`src/rtl/stream_mux_nx1.sv`:
```
// rtl/stream_mux_nx1.sv - N-channel stream mux with packet locking and registered output
module stream_mux_nx1 #(
  parameter int N_CH  = 4,
  parameter int WIDTH = 8,
  parameter int MODE  = 0,
  parameter int SELW  = $clog2(N_CH)
) (
  input  logic                    clk,
  input  logic                    rst_n,
  input  logic [N_CH*WIDTH-1:0]   in_data,
  input  logic [N_CH-1:0]         in_valid,
  input  logic [N_CH-1:0]         in_last,
  output logic [N_CH-1:0]         in_ready,
  input  logic [SELW-1:0]         sel,
  output logic [WIDTH-1:0]        out_data,
  output logic                    out_valid,
  output logic                    out_last,
  output logic [SELW-1:0]         out_ch,
  input  logic                    out_ready
);

  localparam logic [0:0] ST_IDLE   = 1'b0;
  localparam logic [0:0] ST_LOCKED = 1'b1;

  // Channel count widened by one bit so an out-of-range select can be detected.
  localparam logic [SELW:0]   N_CH_W  = (SELW+1)'(N_CH);
  localparam logic [SELW-1:0] LAST_CH = SELW'(N_CH - 1);

  logic [0:0]      state;
  logic [SELW-1:0] lock_ch;
  logic [SELW-1:0] rr_ptr;

  logic [SELW-1:0] rr_grant;
  logic            rr_found;
  logic [SELW:0]   rr_sum;
  logic [SELW-1:0] rr_cand;

  logic [SELW-1:0] grant;
  logic            grant_ok;

  logic [WIDTH-1:0] beat_data;
  logic             beat_valid;
  logic             beat_last;

  logic ld;
  logic accept;

  // Output register may load when it is empty or being drained this cycle.
  assign ld     = !out_valid || out_ready;
  assign accept = grant_ok && beat_valid && ld;

  // Round-robin search: first valid channel after the pointer, wrapping at N_CH-1.
  always_comb begin
    rr_found = 1'b0;
    rr_grant = '0;
    rr_sum   = '0;
    rr_cand  = '0;
    for (int k = 0; k < N_CH; k++) begin
      rr_sum = {1'b0, rr_ptr} + (SELW+1)'(k + 1);
      if (rr_sum >= N_CH_W) begin
        rr_sum = rr_sum - N_CH_W;
      end
      rr_cand = rr_sum[SELW-1:0];
      if (!rr_found && in_valid[rr_cand]) begin
        rr_found = 1'b1;
        rr_grant = rr_cand;
      end
    end
  end

  // Grant source: locked channel mid-packet, otherwise arbiter or external select.
  always_comb begin
    grant    = '0;
    grant_ok = 1'b0;
    if (state == ST_LOCKED) begin
      grant    = lock_ch;
      grant_ok = 1'b1;
    end else if (MODE == 1) begin
      grant    = rr_grant;
      grant_ok = rr_found;
    end else begin
      grant    = sel;
      grant_ok = ({1'b0, sel} < N_CH_W);
    end
  end

  // Beat mux; defaults to zero so unselected or out-of-range data never leaks.
  always_comb begin
    beat_data  = '0;
    beat_valid = 1'b0;
    beat_last  = 1'b0;
    for (int i = 0; i < N_CH; i++) begin
      if (grant_ok && (grant == SELW'(i))) begin
        beat_data  = in_data[i*WIDTH +: WIDTH];
        beat_valid = in_valid[i];
        beat_last  = in_last[i];
      end
    end
  end

  // Only the granted channel sees ready, and only when the output can load.
  always_comb begin
    in_ready = '0;
    for (int i = 0; i < N_CH; i++) begin
      in_ready[i] = grant_ok && ld && (grant == SELW'(i));
    end
  end

  // Packet lock FSM and round-robin pointer, both advanced on accepted beats.
  always_ff @(posedge clk or negedge rst_n) begin
    if (!rst_n) begin
      state   <= ST_IDLE;
      lock_ch <= '0;
      rr_ptr  <= LAST_CH;
    end else if (accept) begin
      if ((state == ST_IDLE) && !beat_last) begin
        state   <= ST_LOCKED;
        lock_ch <= grant;
      end else if ((state == ST_LOCKED) && beat_last) begin
        state <= ST_IDLE;
      end
      if (beat_last) begin
        rr_ptr <= grant;
      end
    end
  end

  // Output stage: loads accepted beat, empties when nothing accepted, holds under stall.
  always_ff @(posedge clk or negedge rst_n) begin
    if (!rst_n) begin
      out_valid <= 1'b0;
      out_data  <= '0;
      out_last  <= 1'b0;
      out_ch    <= '0;
    end else if (ld) begin
      out_valid <= accept;
      if (accept) begin
        out_data <= beat_data;
        out_last <= beat_last;
        out_ch   <= grant;
      end
    end
  end

endmodule

```
`config.mk`:
```
export PLATFORM = sky130hd
export DESIGN_NAME = stream_mux_nx1
export DESIGN_NICKNAME = d
export VERILOG_FILES = /design/src/rtl/stream_mux_nx1.sv
export SDC_FILE = /design/constraint.sdc
export NUM_CORES = 1
export LEC_CHECK = 0
export ABC_AREA = 1
export CELL_PAD_IN_SITES_DETAIL_PLACEMENT = 0
export CELL_PAD_IN_SITES_GLOBAL_PLACEMENT = 1
export CORE_UTILIZATION = 25
export CTS_CLUSTER_DIAMETER = 40
export DETAILED_ROUTE_END_ITERATION = 12
export GPL_ROUTABILITY_DRIVEN = 0
export PLACE_DENSITY = 0.87
export SYNTH_ARGS = -nofsm -noshare
export SYNTH_HDL_FRONTEND = slang
export SYNTH_SLANG_ARGS = --single-unit
```
`constraint.sdc`:
```
create_clock -name clk -period 2.1 [get_ports clk]
set_input_delay 0.21 -clock clk [delete_from_list [all_inputs] [get_ports clk]]
set_output_delay 0.21 -clock clk [all_outputs]
set_load 0.05 [all_outputs]
```
== Word-level counts from Yosys, hierarchy flattened ==
Cells that the tools add are included.

* Register bits after elaboration: 15
* Bits of input ports: 45
* Output and inout port bits: 16
* Logic and storage cells: 40

* Eq/ne operators: 3
* Mux-type cells: 15
* Bitwise operators: 1
* Reduce and logical (&&, ||, !) cells: 15

{| class="wikitable"
|+ Operator list
! cell !! number
|-
| 8-bit two-way mux || 4
|-
| 1-bit two-way mux || 10
|-
| 1-bit logical AND || 7
|-
| 2-bit AND reduction || 3
|-
| 2-bit == test (second input constant) || 2
|-
| 2-bit by 1-bit == test with 1-bit output (second input constant) || 1
|-
| 1-bit zero test || 2
|-
| 2-bit zero test || 1
|-
| 2-bit two-way mux || 1
|-
| 2-bit nonzero test || 1
|-
| 1-bit logical OR || 1
|-
| 1-bit NOT || 1
|}

== Logic depth before layout (Yosys ltp) ==
* Depth in word-level cells: 10
* Depth in mapped cells: 13
* Gate-level depth less buffers: 13

== Worst setup path after synthesis ==
Ideal clock, no wire load.

* Path type: register to output
* Start: register state
* End: output in_ready[3]
* Data arrival time: 2,037 ps
* Data required time: 1,890 ps
* Setup slack: -147 ps
* Stages on the path, launching flop included: 6
* Buffers on the path: 2
* Cell sequence: dfrtp_1 -> nand2_1 -> nand2_4 -> buf_4 -> buf_4 -> nor3_1

* Word-level cells in the longest chain between the ends: 3

{| class="wikitable"
|+ Ends and longest elaborated chain
! item !! line !! source
|-
| start, declared || 29 || <nowiki>logic [0:0] state;</nowiki>
|-
| start signal, assigned || 112 || <nowiki>state <= ST_IDLE;</nowiki>
|-
| start signal, assigned || 117 || <nowiki>state <= ST_LOCKED;</nowiki>
|-
| start signal, assigned || 120 || <nowiki>state <= ST_IDLE;</nowiki>
|-
| 2-bit two-way mux || 75 || <nowiki>if (state == ST_LOCKED) begin</nowiki>
|-
| 2-bit == test || 105 || <nowiki>in_ready[i] = grant_ok && ld && (grant == SELW'(i));</nowiki>
|-
| 1-bit logical AND || 105 ||
|-
| end, declared || 13 || <nowiki>output logic [N_CH-1:0] in_ready,</nowiki>
|}

No other way between the ends.

== Final worst setup path ==
* Start: register state
* End: output in_ready[0]

* Word-level cells in the longest chain between the ends: 3

{| class="wikitable"
|+ Ends and longest elaborated chain
! item !! line
|-
| 2-bit two-way mux || 75
|-
| 2-bit zero test || 105
|-
| 1-bit logical AND || 105
|}

No other way between the ends.

==> metrics.sh <==
STATUS='completed'
TOTAL_SWITCHING_POWER_mW=1.448
PLACEMENT.IO_BUFFERS=60
FINAL_MIN_PERIOD_OVER_CLOCK_PERIOD=0.8408
PIN_COUNT_OF_THE_BIGGEST_NET_ENTERING_GLOBAL_ROUTING=16
POSTSYNTHNETCOUNT=192
FIN_TOTAL_PWR_mW=2.676
PERIOD_NEEDED_NS=1.766
LIST_OF_CELLS_TRAVERSED_BY_THE_CRITICAL_PATH='inv_2 -> nand2_2 -> nand2_2 -> buf_4 -> nor3_1 -> buf_4'
CLKSINKCOUNT=15
SEQ_POWER_SHARE=0.196
GLOBAL_ROUTE_WIRE_LENGTH_BEFORE_REPAIR_UM=5271
COMB_POWER_SHARE=0.713
CLK_PATH_BUF_DEPTH=2
STATIC-LEAKAGE-POWER_nW=0.8078
CTSRESIZECOUNT=0
NUMBER_OF_GLOBAL_ROUTE_VIAS_BEFORE_REPAIR=1131
R2R-START='state$_DFFE_PN0P_'
CTS_TREE='yes'
NUMCTSBUFFERS=3
SYNTH_EDF_COUNT=0
PLACEMENT_ROWS=23
TOP_CELL_TYPE_S_SHARE_OF_SYNTHESIZED_AREA=0.3488
POST-SYNTH-TOP-COUNT-CELL='nand3_1'
CRIT_TYPE='flip-flop to primary output'
SYNTH.YOSYS.WARNINGS=0
IR_DROP_mV=0.4461
ANT_NETS=0
NETS=254
VIAS_PER_CELL=4.728
TOTALNEGATIVESETUPSLACK_NS=0
POSTSYNTHREGISTERBITS=15
FINAL_LAYOUT_SIZE_SUFFIX_GT1_FRAC=0.1739
MAX-CAP-VIOLATIONS=0
R2R_ENDPOINT='state$_DFFE_PN0P_'
CRITICAL_PATH.MAX_STAGE_DELAY_NS=0.45
HTREEDEPTH=1
VIA_COUNT=1215
RSZ_0062_RAISED_AFTER_GLOBAL_ROUTING='no'
GLOBALROUTEOVERFLOWTOTAL=0
TIGHTEST_SLEW_NS=0.6965
PATH_DEPTH_OF_THE_WORST_REG2REG_PATH=12
DIEAREA_UM2=4570
TIMING.CRITICAL_PATH.FROM_TYPE='flip-flop'
SYNTH-MAIN-FF-CELL='dfrtp_1'
FILLERINSTANCES=427
INITIAL_UTILIZATION=0.2652
SEQCELLAREA_UM2=375.4
TIMING.HOLD.WS_NS=0.3713
POWER.SWITCHING_FRACTION=0.5409
WORST-R2R-SETUP-SLACK_NS=0.35
DR.PASS1.ITERS=4
WORSTSKEWPAIRLATENCY_NS=0.26
SYN2LAYOUT_AREA_GROWTH_PCT=66.51
SYNTH_SEQ_AREA_SHARE=0.3488
COMBINED_AREA_OF_THE_MULTI_INPUT_LOGIC_CELLS_UM2=610.6
ROUTE.DETAILED.WL_PER_INST_UM=13.03
SYN-INSTANCE-COUNT=146
POWER_DENSITY_nW_PER_UM2=1494
SETUP-VIOLATIONS-FINAL=0
YOSYS-TOP-CELLS-AREA='dfrtp_1 35%, nand3_1 17%, nand2_1 12%, nand2_2 7.6%, nand4_1 7.0%'
MAX_CLOCK_FREQ_MHz=566.4
SYN-CELL-AREA_UM2=1076
CP.BUFFERS_INVERTERS=3
POWER.CLOCK.FRACTION=0.091
SYN_AVG_CELL_AREA_UM2=7.370
POST-SYNTH-TOP-AREA-CELL='dfrtp_1'
SYNTH.TOP_CELLS.BY_COUNT='37 x nand3_1, 35 x nand2_1, 15 x dfrtp_1'
ENDPOINT_KIND='primary output'
CORE-AREA_UM2=4058
IO-PIN-COUNT=61
HOLD_PATH.CLASS='primary input to asynchronous set/reset pin'
SLEW_VIOLATIONS=0
POSTCTSHOLDBUFS=0
CLOCK_SKEW_NS=0.005171
FINAL-INSTANCE-COUNT-EXCL-FILL=257
DRT_ITER0_MARKERS=29
DRT_WL_TOTAL_UM=3349
DATA_ARRIVAL_CRITICAL_PATH_NS=1.56
TIMING.CRITICAL_PATH.FANOUT_MAX=10
YOSYS.CELL_TYPES.COUNT=20
ASYNCSETRESETFLOPFRACSYNTH=1.000
CLOCK-ROOT-BUFFER='clkbuf_8'
REQUIRED_TIME_OF_THE_WORST_SETUP_PATH_NS=1.89
REPORT.FINAL.HOLD_VIOL_COUNT=0
ANTENNA_CELLS_INSERTED=0
GR_USAGE_TOTAL=0.1583
CTS_SETUP_BUFFERS=0
DIE_WIDTH_UM=67.61
ANTENNA_FOUND_INITIAL=0
RELATIVE_MAX_TRANSITION_MARGIN=0.5342
PLACED_CELLS=253
CRITPATHTOPFAMILY='buffers and inverters'
CRITICAL_PATH.SLOWEST_CELL='dfrtp_1'
FLOORPLAN.DIE.HEIGHT_UM=67.61
HPWLAFTERDP_UM=2573
CTS.REPORTEDPATHS.CLKPINSLEW_NS=0.07
DRT_DRC_VIOLATIONS_LEFT=0
INTPOWER_mW=1.229
## worst reg2reg max path, stage by stage, from the launching register on
cell and delay [ns]:
dfrtp_1 0.44, inv_2 0.11, nand2_2 0.05, nand2_2 0.08
buf_4 0.19, nand3_1 0.09, nand4_1 0.11, inv_1 0.05
ha_1 0.27, inv_1 0.07, nand3_1 0.07, nand2_1 0.06
nand2_1 0.04
## final cells by class
cell class                      instances  area share
Clock buffer                            3     0.02304
Clock inverter                          1    0.002793
Inverter                                9     0.02025
Multi-Input combinational cell        113      0.3408
Sequential cell                        15      0.2095
Tap cell                               50     0.03492
Timing Repair Buffer                   66      0.3687
## metal layers
metal,track usage,routed length [um]
met2,0.2748,1582
met5,0,0
met3,0.05405,327
met1,0.1837,1410
met4,0.03989,28
## power by group through the flow
stage	Clock [mW]	Sequential, mW	Combinational, mW
floorplan	0	0.889	1.00
global placement	0	0.527	1.91
detailed placement	0	0.529	1.92
CTS	0.245	0.527	1.93
global route	0.262	0.548	2.08
finish	0.243	0.525	1.91
## flip-flops by register name, indices dropped and copies added, names as in the netlist
| signal | cells |
|---|---|
| out_data | 8 |
| lock_ch | 2 |
| out_ch | 2 |
| out_last | 1 |
| out_valid | 1 |
| state | 1 |
## logic make-up after synthesis
logic type      synth area share
simple gates              0.5326
buf+inv                  0.09302
flops                     0.3488
compound gates           0.01395
fa+ha+maj                0.01163
## cells in the final DEF, fill, tap and decap left out, drive strengths merged
cell	instances
inv	9
nand2	52
dfrtp	15
o21ai	3
nor3	4
clkinv	1
clkdlybuf4s50	56
nand3b	1
buf	10
nand4	12
nand3	37
nor2	3
clkbuf	3
ha	1
## metrics by stage
step           area, um^2  utilization  setup WS, ns
5_1_grt              1792       0.4416        0.1677
3_5_place_dp         1745       0.4302        0.1788
4_1_cts              1792       0.4416        0.2926
6_report             1792       0.4416        0.3344
3_3_place_gp         1745       0.4302        0.2050
2_1_floorplan        1086            -     -0.003578
## worst max-delay path by stage
stage / from / endpoint / slack, ns / cells after the start
finish: state$_DFFE_PN0P_ / in_ready[0] / 0.33 / 6
CTS: state$_DFFE_PN0P_ / in_ready[0] / 0.29 / 6
floorplan: state$_DFFE_PN0P_ / in_ready[2] / -0.004 / 6
detailed placement: sel[0] / state$_DFFE_PN0P_ / 0.18 / 13
global route: state$_DFFE_PN0P_ / in_ready[0] / 0.17 / 6
global placement: sel[0] / state$_DFFE_PN0P_ / 0.21 / 13
Note: power is estimated with default switching activity, not from simulation.
